**src/rtl/obstacle_pkg.sv**
```systemverilog
// Shared definitions for the obstacle sprite controller and datapath:
// state encoding, screen geometry and a counter-width helper.
package obstacle_pkg;

    // Controller state encoding (3-bit)
    localparam logic [2:0] S_IDLE  = 3'd0;
    localparam logic [2:0] S_DRAW  = 3'd1;
    localparam logic [2:0] S_WAIT  = 3'd2;
    localparam logic [2:0] S_ERASE = 3'd3;
    localparam logic [2:0] S_MOVE  = 3'd4;

    typedef enum logic [2:0] {
        ST_IDLE  = S_IDLE,
        ST_DRAW  = S_DRAW,
        ST_WAIT  = S_WAIT,
        ST_ERASE = S_ERASE,
        ST_MOVE  = S_MOVE
    } state_e;

    // VGA screen geometry in sprite-grid pixels
    localparam int SCREEN_W = 160;
    localparam int SCREEN_H = 120;

    // Counter width for a modulus of n; never collapses to zero bits
    function automatic int cnt_w(input int n);
        return (n > 1) ? $clog2(n) : 1;
    endfunction

endpackage

```
**src/rtl/obstacle_ctrl_frame_tick_gen.sv**
```systemverilog
// Hold-time generator for the WAIT state: a tick counter producing one pulse
// per frame and a frame counter advanced by that pulse. Held at zero while
// clear is high so every WAIT interval starts from the same point.
module frame_tick_gen
    import obstacle_pkg::*;
#(
    parameter int TICK_CYCLES     = 833_333,
    parameter int FRAMES_PER_MOVE = 15
) (
    input  logic clock,
    input  logic resetn,
    input  logic clear,
    output logic tick,
    output logic hold_done
);

    localparam int TW = cnt_w(TICK_CYCLES);
    localparam int FW = cnt_w(FRAMES_PER_MOVE);
    localparam logic [TW-1:0] TICK_LAST  = TW'(TICK_CYCLES - 1);
    localparam logic [FW-1:0] FRAME_LAST = FW'(FRAMES_PER_MOVE - 1);

    logic [TW-1:0] tick_q, tick_d;
    logic [FW-1:0] frame_q, frame_d;

    // Next-count logic: tick wraps each frame, frame advances on every tick
    always_comb begin
        tick      = (tick_q == TICK_LAST);
        hold_done = tick && (frame_q == FRAME_LAST);
        tick_d    = tick_q;
        frame_d   = frame_q;
        if (clear) begin
            tick_d  = '0;
            frame_d = '0;
        end else if (tick) begin
            tick_d  = '0;
            frame_d = hold_done ? '0 : frame_q + FW'(1);
        end else begin
            tick_d  = tick_q + TW'(1);
        end
    end

    // Counter registers with synchronous active-low reset
    always_ff @(posedge clock) begin
        if (!resetn) begin
            tick_q  <= '0;
            frame_q <= '0;
        end else begin
            tick_q  <= tick_d;
            frame_q <= frame_d;
        end
    end

endmodule

```
**src/rtl/obstacle_ctrl.sv**
```systemverilog
// Obstacle sprite control FSM: draw the 4x4 sprite one pixel per cycle, hold
// it for a fixed number of frames, erase it, then pulse a position update.
// Outputs are registered copies of the decode of the next state, so they
// track the registered state exactly and never glitch.
module obstacle_ctrl
    import obstacle_pkg::*;
#(
    parameter int TICK_CYCLES     = 833_333,
    parameter int FRAMES_PER_MOVE = 15,
    parameter int PIXEL_COUNT     = 16
) (
    input  logic clock,
    input  logic resetn,
    input  logic start,
    input  logic stop,
    output logic go,
    output logic plot,
    output logic erase,
    output logic move,
    output logic busy
);

    localparam int PW = cnt_w(PIXEL_COUNT);
    localparam logic [PW-1:0] PIX_LAST = PW'(PIXEL_COUNT - 1);

    state_e        state_q, state_d;
    logic [PW-1:0] pix_q, pix_d;
    logic          stop_req_q, stop_req_d;
    logic          go_q, go_d;
    logic          plot_q, plot_d;
    logic          erase_q, erase_d;
    logic          move_q, move_d;
    logic          busy_q, busy_d;
    logic          hold_done;
    logic          frame_tick;
    logic          pix_last;

    // Hold timer only runs in WAIT; held cleared elsewhere so entry is exact
    frame_tick_gen #(
        .TICK_CYCLES    (TICK_CYCLES),
        .FRAMES_PER_MOVE(FRAMES_PER_MOVE)
    ) u_tick (
        .clock    (clock),
        .resetn   (resetn),
        .clear    (state_q != ST_WAIT),
        .tick     (frame_tick),
        .hold_done(hold_done)
    );

    assign pix_last = (pix_q == PIX_LAST);

    // Next state, pixel counter, stop latch and Moore decode of next state
    always_comb begin
        state_d    = state_q;
        pix_d      = '0;
        stop_req_d = stop_req_q | stop;
        case (state_q)
            ST_IDLE: begin
                // stop only counts here if it arrives together with start
                stop_req_d = start & stop;
                if (start) state_d = ST_DRAW;
            end
            ST_DRAW: begin
                if (pix_last) state_d = ST_WAIT;
                else          pix_d   = pix_q + PW'(1);
            end
            ST_WAIT: begin
                if (hold_done) state_d = ST_ERASE;
            end
            ST_ERASE: begin
                if (pix_last) state_d = stop_req_q ? ST_IDLE : ST_MOVE;
                else          pix_d   = pix_q + PW'(1);
            end
            ST_MOVE: begin
                state_d = ST_DRAW;
            end
            default: begin
                state_d    = ST_IDLE;
                stop_req_d = 1'b0;
            end
        endcase

        go_d    = (state_d == ST_DRAW) || (state_d == ST_ERASE);
        plot_d  = go_d;
        erase_d = (state_d == ST_ERASE);
        move_d  = (state_d == ST_MOVE);
        busy_d  = (state_d != ST_IDLE);
    end

    // FSM state, counter and registered outputs
    always_ff @(posedge clock) begin
        if (!resetn) begin
            state_q    <= ST_IDLE;
            pix_q      <= '0;
            stop_req_q <= 1'b0;
            go_q       <= 1'b0;
            plot_q     <= 1'b0;
            erase_q    <= 1'b0;
            move_q     <= 1'b0;
            busy_q     <= 1'b0;
        end else begin
            state_q    <= state_d;
            pix_q      <= pix_d;
            stop_req_q <= stop_req_d;
            go_q       <= go_d;
            plot_q     <= plot_d;
            erase_q    <= erase_d;
            move_q     <= move_d;
            busy_q     <= busy_d;
        end
    end

    assign go    = go_q;
    assign plot  = plot_q;
    assign erase = erase_q;
    assign move  = move_q;
    assign busy  = busy_q;

endmodule

```
**config.mk**
```make
export PLATFORM = sky130hd
export DESIGN_NAME = obstacle_ctrl
export DESIGN_NICKNAME = d
export VERILOG_FILES = /design/src/rtl/obstacle_pkg.sv /design/src/rtl/obstacle_ctrl_frame_tick_gen.sv /design/src/rtl/obstacle_ctrl.sv
export SDC_FILE = /design/constraint.sdc
export NUM_CORES = 1
export LEC_CHECK = 0
export CAP_MARGIN = 15
export CORE_MARGIN = 3
export CORE_UTILIZATION = 50
export CTS_BUF_LIST = sky130_fd_sc_hd__clkbuf_4
export DETAILED_ROUTE_END_ITERATION = 6
export GPL_TIMING_DRIVEN = 0
export PLACE_DENSITY_LB_ADDON = 0.12
export RECOVER_POWER = 25
export SKIP_CTS_REPAIR_TIMING = 1
export SLEW_MARGIN = 15
export SYNTH_ARGS = -nofsm -noshare
export SYNTH_HDL_FRONTEND = slang
export SYNTH_SLANG_ARGS = --single-unit
```
**constraint.sdc**
```tcl
create_clock -name clock -period 2.3 [get_ports clock]
set_input_delay 0.46 -clock clock [delete_from_list [all_inputs] [get_ports clock]]
set_output_delay 0.46 -clock clock [all_outputs]
set_load 0.05 [all_outputs]
```
==> flow_metrics.py <==
metrics = {
    "worst_setup_path": {
        "path_buf_inv": 1,
        "path_cells": "or4b_1 -> or3_1 -> clkbuf_2 -> or4_1 -> a21oi_1",
        "r2r_cells": 5,
        "worst-endpoint-required_ns": 2.57,
        "slowest_delay_ns": 0.55,
        "r2r-start": "u_tick.tick_q[7]",
        "critPathSlowestCell": "or4b_1",
        "crit_fanout": 8,
        "rrSetupSlack_ns": 0.23,
        "startpoint_type": "register",
        "cp.arrival_ns": 2.35,
        "crit_family": "simple AND/OR/NAND/NOR gates",
        "rr_endpoint": "u_tick.frame_q[3]",
        "end_kind": "register",
        "critical_path_class": "register to register",
    },
    "floorplanning": {
        "die_h_um": 63.8,
        "rows": 20,
        "die_w_um": 63.8,
        "io_pins": 9,
        "dieArea_um2": 4060,
        "core_um2": 3130,
        "start_util_pct": 53.3,
    },
    "timing": {
        "rsz0062_at_grt": "no",
        "fin_crit_ns": 2.07,
        "setup_viol": 0,
        "final_max_slew_viol_count": 0,
        "max_slew_margin_pct": 66.9,
        "tns_ns": 0,
        "hold_violations": 0,
        "fin_skew_ns": 0.0131,
        "fmax_mhz": 482,
        "min_period_over_period_pct": 90.1,
        "worstMarginPinSlew_ns": 0.494,
    },
    "clock_tree": {
        "clk_latency_ns": 0.33,
        "cts_tree": "yes",
        "cts_buffers": 5,
        "clockBufferDepth": 2,
        "cts_htree_levels": 2,
        "clock_sinks": 36,
        "cts_root_buf": "clkbuf_4",
        "clk_pin_slew_worst_paths_ns": 0.11,
    },
    "run": {
        "cap_viol_max_count": 0,
    },
    "final_layout": {
        "final_nets": 217,
        "fin_util_pct": 59.3,
        "multi_input_area_um2": 865,
        "syn2layout_area_growth_pct": 11.2,
        "drive_gt1_share_pct": 7.18,
        "antennaDiodeCount": 0,
        "regArea_um2": 721,
        "fill_cells": 291,
    },
    "synth": {
        "netlist_area_um2": 1670,
        "synth_top_flop_cell": "dfxtp_1",
        "ys_top_cells_by_area": "dfxtp_1 43%, xnor2_1 6.3%, nor2_1 5.4%, ha_1 3.8%, nand4_1 3.8%",
        "synthArstFlopShare_pct": 0,
        "synthesis.nets": 202,
        "synth_cells": 193,
        "yosys.cell_count.top_type": "dfxtp_1",
        "ys_seq_area_share_pct": 43.2,
        "synth_edf_count": 0,
        "synth_top_area_share_pct": 43.2,
        "synth_top_cell_by_area": "dfxtp_1",
        "synth_seq_cells": 36,
        "avgSynthCellArea_um2": 8.64,
        "synth_commonest_cells": "36 x dfxtp_1, 24 x nor2_1, 12 x a21oi_1, 12 x xnor2_1, 11 x inv_1",
        "yosys_warnings": 0,
        "synth_cell_types": 39,
    },
    "worst_hold_path": {
        "whs_path_depth": 1,
        "min_to": "pix_q[0]",
        "min-delay-path-class": "register to register",
        "min_from": "pix_q[0]",
    },
    "drt": {
        "viasPerCell": 5.62,
        "wl_um": 3100,
        "drt_pre_antenna_iters": 4,
        "drcViolationCount": 0,
        "wl_per_cell_um": 12.2,
        "first_iter_violations": 97,
        "dr_total_vias": 1422,
        "ant_nets": 0,
    },
    "place": {
        "hpwlAfterDp_um": 2330,
        "io_buffers": 8,
        "gp_congestion": 0.860,
    },
    "grt": {
        "grt_max_degree": 12,
        "grt_overflow": 0,
        "grt_antenna_before_repair": 0,
        "grt_pass1_wl_um": 5600,
        "grt_use_total_pct": 17.1,
        "first_global_vias": 1287,
    },
    "pwr": {
        "peakVddDrop_uv": 429,
        "p_per_area_nw_per_um2": 533,
        "cellLeakagePower_nw": 0.569,
    },
    "run_status": {
        "outcome": "finished, final reports clean",
    },
}
[cell families (layout without fill, tap and decap cells)]
group                      Yosys count  after routing  share of synthesized area [%]
and+or+nand+nor                     90             90                           29.2
DFF                                 36             36                           43.2
AOI/OAI and AO/OA                   27             27                           9.98
buffers and inverters               18             34                           4.95
xor gates and xnor gates            17             17                           8.93
adders and majority gates            5              5                           3.75
[stage by stage]
step | power [mW] | setup WS, ns | std cells | area, µm² | hold slack, ns
6_report | 0.988 | 0.227 | 253 | 1850 | 0.452
5_1_grt | 1.04 | 0.0667 | 253 | 1850 | 0.482
4_1_cts | 1.00 | 0.226 | 253 | 1850 | 0.457
3_5_place_dp | 0.692 | 0.233 | 245 | 1800 | 0.443
3_3_place_gp | 0.691 | 0.266 | 245 | 1800 | 0.435
2_1_floorplan | 0.674 | 0.345 | 193 | 1670 | 0.418
[metal layers]
layer / track usage [%] / up-vias / routed length (µm)
met4: 5.66 / 0 / 34
met3: 4.22 / 4 / 99
met1: 22.2 / 682 / 1530
met5: 0 / - / 0
met2: 27.6 / 20 / 1440
li1: - / 716 / -
[where the power goes]
part / switching, mW / total, mW / internal, mW
sequential: 0.00539 / 0.635 / 0.629
combinational: 0.0244 / 0.0422 / 0.0178
clock: 0.199 / 0.311 / 0.112
[state kept, by name (all words and copies together) (netlist names)]
name,count
busy,1
move,1
pix_q,4
state_q,3
stop_req_q,1
plot,1
u_tick.tick_q,20
u_tick.frame_q,4
erase,1
[how the worst max path moves through the flow]
stage	cells after the start	startpoint	slack, ns	to
2_1_floorplan	5	u_tick.tick_q[7]	0.35	u_tick.frame_q[3]
3_3_place_gp	5	u_tick.tick_q[7]	0.27	u_tick.frame_q[3]
3_5_place_dp	5	u_tick.tick_q[7]	0.23	u_tick.frame_q[3]
4_1_cts	5	u_tick.tick_q[7]	0.23	u_tick.frame_q[3]
5_1_grt	5	u_tick.tick_q[6]	0.07	u_tick.frame_q[0]
6_report	5	u_tick.tick_q[7]	0.23	u_tick.frame_q[3]
[cell type report]
type	instances	area share [%]
clock inverters	3	0.742
flip-flops and latches	36	38.9
well taps	44	2.97
multi-input cells	139	46.6
plain buffers	7	2.23
clock buffers	5	2.02
repair buffers	8	4.32
inverters	11	2.23
[cells in the final DEF, fill, tap and decap left out, types with 3 or more instances in the layout]
cell type	instances
o31ai_1	3
nand3_1	10
clkdlybuf4s50_1	6
nand4_1	10
or3_1	3
nand2_1	10
nor3_1	5
buf_4	3
dfxtp_1	36
or4_1	5
xor2_1	5
clkbuf_4	5
nor2_1	24
inv_1	11
o21ai_0	5
ha_1	5
a21oi_1	12
xnor2_1	12
nor4_1	8
(Power assumes the default switching activity.)
